<file path="config.mk">
export PLATFORM = sky130hd
export DESIGN_NAME = ef_smsdac_prng
export DESIGN_NICKNAME = d
export VERILOG_FILES = /design/src/rtl/ef_smsdac_pkg.sv /design/src/rtl/ef_smsdac_lfsr_leap.sv /design/src/rtl/ef_smsdac_prng.sv
export SDC_FILE = /design/constraint.sdc
export NUM_CORES = 1
export LEC_CHECK = 0
export CELL_PAD_IN_SITES_DETAIL_PLACEMENT = 0
export CELL_PAD_IN_SITES_GLOBAL_PLACEMENT = 2
export CORE_ASPECT_RATIO = 0.6
export CORE_MARGIN = 5
export CORE_UTILIZATION = 31
export DETAILED_ROUTE_END_ITERATION = 12
export MAX_ROUTING_LAYER = met4
export PLACE_DENSITY = 0.85
export SETUP_SLACK_MARGIN = 0.15
export SKIP_CTS_REPAIR_TIMING = 1
export SLEW_MARGIN = 40
export SYNTH_ARGS = -nofsm -noshare
export SYNTH_HDL_FRONTEND = slang
export SYNTH_SLANG_ARGS = --single-unit
</file>
<file path="constraint.sdc">
create_clock -name clk -period 1.8 [get_ports clk]
set_input_delay 0.27 -clock clk [delete_from_list [all_inputs] [get_ports clk]]
set_output_delay 0.27 -clock clk [all_outputs]
set_load 0.02 [all_outputs]
</file>
<file path="src/rtl/ef_smsdac_pkg.sv">
// Shared types, constants and the single-step LFSR function for the mismatch-shaping PRNG.
package ef_smsdac_pkg;

   localparam int unsigned LFSR_W = 23;
   localparam int unsigned TAP_HI = 22;
   localparam int unsigned TAP_LO = 17;
   localparam int unsigned WCNT_W = 4;
   localparam logic [LFSR_W-1:0] DEFAULT_SEED = 23'h000001;

   typedef enum logic [1:0] {
      WARM = 2'd0,
      RUN  = 2'd1,
      HOLD = 2'd2
   } state_e;

   typedef struct packed {
      logic [LFSR_W-1:0] s;
      logic              fb;
   } step_t;

   // One Fibonacci step of x^23+x^18+1; the feedback bit is also the output bit.
   function automatic step_t lfsr_step(input logic [LFSR_W-1:0] s);
      step_t o;
      o.fb = s[TAP_HI] ^ s[TAP_LO];
      o.s  = {s[LFSR_W-2:0], o.fb};
      return o;
   endfunction

endpackage

</file>
<file path="src/rtl/ef_smsdac_lfsr_leap.sv">
// Combinational NOUT-step leap-forward of the shared LFSR; bits[i] is the feedback of step i+1.
module ef_smsdac_lfsr_leap
   import ef_smsdac_pkg::*;
#(
   parameter int unsigned NOUT = 7
) (
   input  logic [LFSR_W-1:0] s,
   output logic [LFSR_W-1:0] s_next,
   output logic [NOUT-1:0]   bits
);

   always_comb begin
      step_t st;
      st.s  = s;
      st.fb = 1'b0;
      bits  = '0;
      for (int i = 0; i < int'(NOUT); i++) begin
         st      = lfsr_step(st.s);
         bits[i] = st.fb;
      end
      s_next = st.s;
   end

endmodule

</file>
<file path="src/rtl/ef_smsdac_prng.sv">
// PRNG feeding the switching-block r inputs: warm-up/run/hold FSM, seed handshake, lock-up recovery.
// Optional r[0] ones-count statistics are built when EF_SMSDAC_PRNG_STATS_EN is defined.
module ef_smsdac_prng
   import ef_smsdac_pkg::*;
#(
   parameter int unsigned NOUT     = 7,
   parameter int unsigned WARM_CYC = 2
) (
   input  logic              clk,
   input  logic              rst,
   input  logic              run,
   input  logic [LFSR_W-1:0] seed,
   input  logic              seed_valid,
   output logic              seed_ready,
   output logic [NOUT-1:0]   r,
   output logic              r_valid,
   output logic              lockup
`ifdef EF_SMSDAC_PRNG_STATS_EN
   ,
   output logic [7:0]        ones_cnt,
   output logic              stats_done
`endif
);

   // With no warm-up the block leaves reset already in RUN.
   localparam state_e RST_ST = (WARM_CYC == 0) ? RUN : WARM;

   state_e              state_q, state_d;
   logic [WCNT_W-1:0]   wcnt_q, wcnt_d;
   logic [LFSR_W-1:0]   lfsr_q, lfsr_d;
   logic [LFSR_W-1:0]   leap_s;
   logic [NOUT-1:0]     leap_bits;
   logic [NOUT-1:0]     r_d;
   logic                r_valid_d;
   logic                lockup_d;
   logic                seed_ready_d;
   logic                load;
   state_e              exit_st;

   ef_smsdac_lfsr_leap #(.NOUT(NOUT)) u_leap (
      .s      (lfsr_q),
      .s_next (leap_s),
      .bits   (leap_bits)
   );

   always_ff @(posedge clk) begin
      if (rst) begin
         state_q    <= RST_ST;
         wcnt_q     <= '0;
         lfsr_q     <= DEFAULT_SEED;
         r          <= '0;
         r_valid    <= 1'b0;
         lockup     <= 1'b0;
         seed_ready <= 1'b0;
      end else begin
         state_q    <= state_d;
         wcnt_q     <= wcnt_d;
         lfsr_q     <= lfsr_d;
         r          <= r_d;
         r_valid    <= r_valid_d;
         lockup     <= lockup_d;
         seed_ready <= seed_ready_d;
      end
   end

   always_comb begin
      state_d      = state_q;
      wcnt_d       = wcnt_q;
      lfsr_d       = lfsr_q;
      r_d          = '0;
      r_valid_d    = 1'b0;
      lockup_d     = lockup;
      load         = seed_valid & seed_ready;
      exit_st      = run ? RUN : HOLD;

      case (state_q)
         WARM: begin
            lfsr_d = leap_s;
            if (32'(wcnt_q) + 32'd1 >= WARM_CYC) begin
               state_d = exit_st;
               wcnt_d  = '0;
            end else begin
               wcnt_d = wcnt_q + WCNT_W'(1);
            end
         end
         RUN: begin
            if (run) begin
               lfsr_d    = leap_s;
               r_d       = leap_bits;
               r_valid_d = 1'b1;
            end else begin
               state_d = HOLD;
            end
         end
         HOLD: begin
            if (run) state_d = RUN;
         end
         default: begin
            state_d = WARM;
            wcnt_d  = '0;
         end
      endcase

      // A seed transfer overrides the step; run is re-evaluated when WARM ends.
      if (load) begin
         lfsr_d    = (seed == '0) ? DEFAULT_SEED : seed;
         state_d   = (WARM_CYC == 0) ? exit_st : WARM;
         wcnt_d    = '0;
         r_d       = '0;
         r_valid_d = 1'b0;
      end else if (lfsr_q == '0) begin
         lfsr_d = DEFAULT_SEED;
      end

      if (lfsr_q == '0) lockup_d = 1'b1;

      seed_ready_d = (state_d != WARM);
   end

`ifdef EF_SMSDAC_PRNG_STATS_EN
   logic [7:0] win_q;
   logic [7:0] ones_q;

   // Ones on r[0] over 255 valid samples; the window restarts on reset or seed load.
   always_ff @(posedge clk) begin
      if (rst || load) begin
         win_q      <= '0;
         ones_q     <= '0;
         stats_done <= 1'b0;
         if (rst) ones_cnt <= '0;
      end else begin
         stats_done <= 1'b0;
         if (r_valid) begin
            if (win_q == 8'd254) begin
               ones_cnt   <= ones_q + 8'(r[0]);
               stats_done <= 1'b1;
               win_q      <= '0;
               ones_q     <= '0;
            end else begin
               win_q  <= win_q + 8'd1;
               ones_q <= ones_q + 8'(r[0]);
            end
         end
      end
   end
`endif

endmodule

</file>
==> flow_summary_export.csv <==
group,metric,value,unit
logic_synthesis,synthFlopType,"dfxtp_1",
worst_setup_path,critPathMaxStageDelay,0.36,ns
timing,worstMarginPinSlew,0.3687,ns
timing,slew_headroom,75.20,%
routing,viasPerCell,4.949,
worst_setup_path,critPathMaxFanout,8,
logic_synthesis,synthCells,204,
worst_setup_path,cpMaxStageDelayCell,"dfxtp_1",
timing,fin_crit_sh,96.46,%
layout,syn_to_final_growth,55.47,%
clocking,clockBufferDepth,2,
floorplan,ios,37,
worst_setup_path,critical_path.cell_chain,"nor4_2, nand2_1, o211ai_4, clkbuf_16, nor2_1, a211oi_1",
floorplan,placeableCoreArea,6001,um2
timing,min_period,1.736,ns
worst_setup_path,cp-end-kind,"register",
routing,dr.pass1.iters,4,
outcome,status,"finished, final reports clean",
timing,drv_slew,0,
floorplan,die_h,70.41,um
logic_synthesis,ys_seq_area_share,41.41,%
worst_setup_path,worstSetupPathType,"register to register",
clocking,cts_root_buf,"clkbuf_8",
worst_setup_path,cp.required,2.01,ns
global_routing,grt_pass1_wl,8473,um
clocking,numCtsBuffers,5,
logic_synthesis,yosys.area.top_type,"dfxtp_1",
routing,wl_per_cell,16.72,um
routing,wl,5903,um
global_routing,antenna_found_initial,0,
timing,setup_violations,0,
layout,diodes,0,
global_routing,track_usage,14.25,%
min_path,hold_path.class,"register to register",
logic_synthesis,synth_commonest_cells,"dfxtp_1, nor2_1, mux2i_1, nor4_1",
layout,fin_nets,301,
placement,dp_hpwl,4150,um
timing,finalHoldViolations,0,
logic_synthesis,synth_area_leaders,"dfxtp_1, mux2i_1, nor2_1",
clocking,cts_tree,"done",
logic_synthesis,yosys.area.top_type_share,41.41,%
routing,drt_iter0_markers,130,
clocking,worstSkewPairLatency,0.29,ns
floorplan,row_count,22,
logic_synthesis,synth_area,1886,um2
power,p_leak,1.136,nW
power,vdd_drop_max,676.1,uV
placement,place.gp.congestion,0.8698,
logic_synthesis,ys_ff_latch,39,
timing,fin_tns_setup,0,ns
global_routing,grt_max_degree,33,
flow_run,maxCapViolations,0,
floorplan,start_util,31.42,%
global_routing,first_global_vias,1554,
layout,final_core_util,48.85,%
clocking,path_clk_slew,0.08,ns
floorplan,dieArea,7793,um2
floorplan,die_w,110.7,um
clocking,cts_max_level,2,
layout,drive_gt1_share,29.74,%
logic_synthesis,syn_nets,237,
logic_synthesis,syn_area_per_cell,9.243,um2
power,powerDensity,1723,nW/um2
timing,rsz0062_at_grt,"yes",
logic_synthesis,yosys_warnings,0,
logic_synthesis,ys_async_sr_fraction,0,%
clocking,cts.sinks,39,
placement,portBuffers,36,
worst_setup_path,setup.worst_path.start_class,"register",
routing,route.detailed.drc,0,
timing,clock_skew,0.009688,ns
worst_setup_path,arrival,1.95,ns
timing,max_freq,0.5759,GHz
logic_synthesis,synth_cell_type_count,38,
routing,vias,1747,
routing,drtAntennaViolNets,0,
global_routing,grt-ovfl-total,0,
logic_synthesis,synth_edf_count,0,
[worst max-delay path: cells and delay by family (launching register included)]
| family | cells | cell delay [ns] |
|---|---|---|
| compound gates | 2 | 0.53 |
| flops | 1 | 0.36 |
| buf+inv | 1 | 0.22 |
| simple gates | 3 | 0.54 |
[per-layer routing]
layer / track usage, % / vias to the layer above / share of wire, %
li1: - / 873 / -
met1: 21.79 / 809 / 52
met2: 17.07 / 62 / 40
met3: 5.022 / 3 / 7.3
met4: 3.279 / 0 / 0.42
met5: - / - / 0
[power by group]
group          total [mW]  internal (mW)  switching (mW)
combinational        3.03           1.57            1.46
sequential           1.37           1.12           0.249
clock               0.657          0.350           0.307
[cell usage in the layout (no fill, tap or decap), types with 7 or more instances in the layout]
cell / Yosys / final
clkbuf_8: 0 / 7
a211oi_2: 10 / 10
nor3_1: 10 / 10
mux2i_1: 15 / 14
buf_4: 2 / 21
nor2_1: 39 / 39
nand2_1: 9 / 9
a2bb2oi_2: 0 / 8
dfxtp_1: 39 / 33
clkdlybuf4s50_1: 0 / 36
[metrics by stage]
step                power (mW)  hold WS (ns)  cells  area, um2  setup slack, ns
detailed placement       3.586        0.4643    338       2514          -0.1259
CTS                      4.246        0.4804    346       2614          -0.1103
floorplan                2.806        0.4097    204       1887           0.1586
global route             5.372        0.5042    353       2932        -0.003918
finish                   5.053        0.4724    353       2932          0.06368
global placement         3.578        0.4560    338       2514         -0.01222
[final timing paths]
kind              cells past startpoint   endpoint      start  slack (ns)
setup / recovery                      6  lfsr_q[8]  lfsr_q[5]        0.06
hold / removal                        2     lockup     lockup        0.47
setup reg to reg                      6  lfsr_q[8]  lfsr_q[5]        0.06
hold reg to reg                       2     lockup     lockup        0.47
[sequential cells by signal (all words and copies together), names as in the netlist]
name and count:
lfsr_q 23, r 7, wcnt_q 4, state_q 2, lockup 1, r_valid 1
seed_ready 1
[area by class of cell]
| class | count | area, um2 |
|---|---|---|
| clock buffers | 8 | 100.1 |
| fillers | 579 | 3069 |
| inverters | 4 | 17.52 |
| multi-input cells | 151 | 1231 |
| flip-flops and latches | 39 | 793.3 |
| well taps | 84 | 105.1 |
| repair buffers | 67 | 684.4 |
[cells by family (layout without fill, tap and decap cells)]
| family | after synthesis | after routing | share of synthesized area (%) |
|---|---|---|---|
| AOI/OAI and AO/OA | 37 | 37 | 18.25 |
| xor gates and xnor gates | 7 | 7 | 3.252 |
| adders and majority gates | 6 | 6 | 3.981 |
| buffers and inverters | 14 | 79 | 3.715 |
| DFF | 39 | 39 | 41.41 |
| muxes | 15 | 15 | 7.963 |
| and+or+nand+nor | 86 | 86 | 21.43 |
Note: power is estimated with default switching activity, not from simulation.
==> variant: new RTL, same settings <==
Re-encode `state_e` (3 states) as one-hot, 3 bits wide.
--- a/src/rtl/ef_smsdac_pkg.sv
+++ b/src/rtl/ef_smsdac_pkg.sv
@@ -8,8 +8,8 @@
    localparam logic [LFSR_W-1:0] DEFAULT_SEED = 23'h000001;
 
-   typedef enum logic [1:0] {
-      WARM = 2'd0,
-      RUN  = 2'd1,
-      HOLD = 2'd2
+   typedef enum logic [2:0] {
+      WARM = 3'b001,
+      RUN  = 3'b010,
+      HOLD = 3'b100
    } state_e;
 
Check against the original RTL: same outputs for any inputs over 10 cycles, from zero or initial values and one cycle with rst high; not proved beyond that.
==> variant against the unedited design <==
Routed wire length is 6.5% lower. Combinational power down 31%. Total power down 21%. Synthesized area up 1.9%. Fmax fell by 1.2%. Via count shrank 5.1%. Core utilization is 4.1 points lower. Critical path depth shrank 1. Worst setup slack got worse by 0.021 ns. Sequential cell count up 1. Design area down 7.6%. Largest power group unchanged.
==> variant: results (changes against the unedited design) <==
dpl cell area=0.00256 mm² (was 0.00251 mm²); largest net degree at the start of global routing=27 (was 33); Crit Path Max Fanout=9 (was 8); Pre-Repair DR Iteration Count=5 (was 4); hpwl dp=4.22 mm (was 4.15 mm); Final Net Count=297 (was 301); Metal-1 WL=3.04 mm (was 3.06 mm); VDD IR max=0.000615 V (was 0.000676 V); net count after synthesis=240 (was 237); CP delay by family, top=compound AO/OA/AOI/OAI gates (was simple AND/OR/NAND/NOR gates); Cells after Synth=211 (was 204); distinct cell type count of the synthesized netlist=34 (was 38); mean routed wirelength per cell=15.6 µm (was 16.7 µm); clk_skew=0.00936 ns (was 0.00969 ns); first-pass GRT wire length=9.02 mm (was 8.47 mm); WP data arrival=1.97 ns (was 1.95 ns); Post-Synth Adder-Cell Area=1.30% (was 3.98%); Sw Share=40.2% (was 39.9%); comb pwr=2.10 mW (was 3.03 mW); post-synthesis cell area=0.00192 mm² (was 0.00189 mm²); sequential element share of the synthesized area=41.7% (was 41.4%); Compound-Gate Fraction of Synth Area=25.1% (was 18.2%); Critical-path top delay cell=o211a_4 (was dfxtp_1); xor and xnor fraction of the mapped netlist area=3.65% (was 3.25%); Met3 Wirelength=414 µm (was 433 µm); met2 usage=18.1% (was 17.1%); layout cell share with drive strength beyond 1=24.5% (was 29.7%); GR Util met1=23.3% (was 21.8%); headroom to the max-slew limit=71.1% (was 75.2%); Starting DRT DRC Count=81 (was 130); Clock power frac=15.0% (was 13.0%); Synth top cells by count=dfxtp_1 (40), nand2_1 (28), inv_1 (24) (was dfxtp_1 (39), nor2_1 (39), mux2i_1 (15)); Via-to-Cell Ratio=4.70 (was 4.95); Pleak=1.01 nW (was 1.14 nW); top post-synthesis cells by area=dfxtp_1 (42%), a221oi_2 (16%), o21ai_0 (5.7%) (was dfxtp_1 (41%), mux2i_1 (8.0%), nor2_1 (7.8%)); Met2 Wirelength=2.06 mm (was 2.38 mm); gpl congestion=0.853 (was 0.870); status=finished clean (unchanged); dpl cells=343 (was 338)
==> variant: final timing paths <==
check                                from    endpoint  slack [ns]  depth (start not counted)
worst max-delay path            lfsr_q[0]  lfsr_q[17]        0.04                          5
worst min-delay path            wcnt_q[3]   wcnt_q[3]        0.48                          1
worst max register to register  lfsr_q[0]  lfsr_q[17]        0.04                          5
worst min register to register  wcnt_q[3]   wcnt_q[3]        0.48                          1
==> variant: per-stage QoR <==
| stage | setup WS (ns) | power [mW] |
|---|---|---|
| final | 0.0429 | 3.97 |
| after global routing | 0.0109 | 4.27 |
| after CTS | 0.0391 | 3.85 |
| after detailed placement | -0.0825 | 3.23 |
| after global placement | -0.0687 | 3.20 |
| after floorplan | 0.278 | 2.52 |
==> variant: final cells by class <==
type	instances	area, µm²
fill	646	3350
multi-input combinational	135	998
sequential	40	803
timing repair buffer	62	623
tap	84	105
inverter	24	90.1
clock buffer	5	68.8
clock inverter	3	18.8
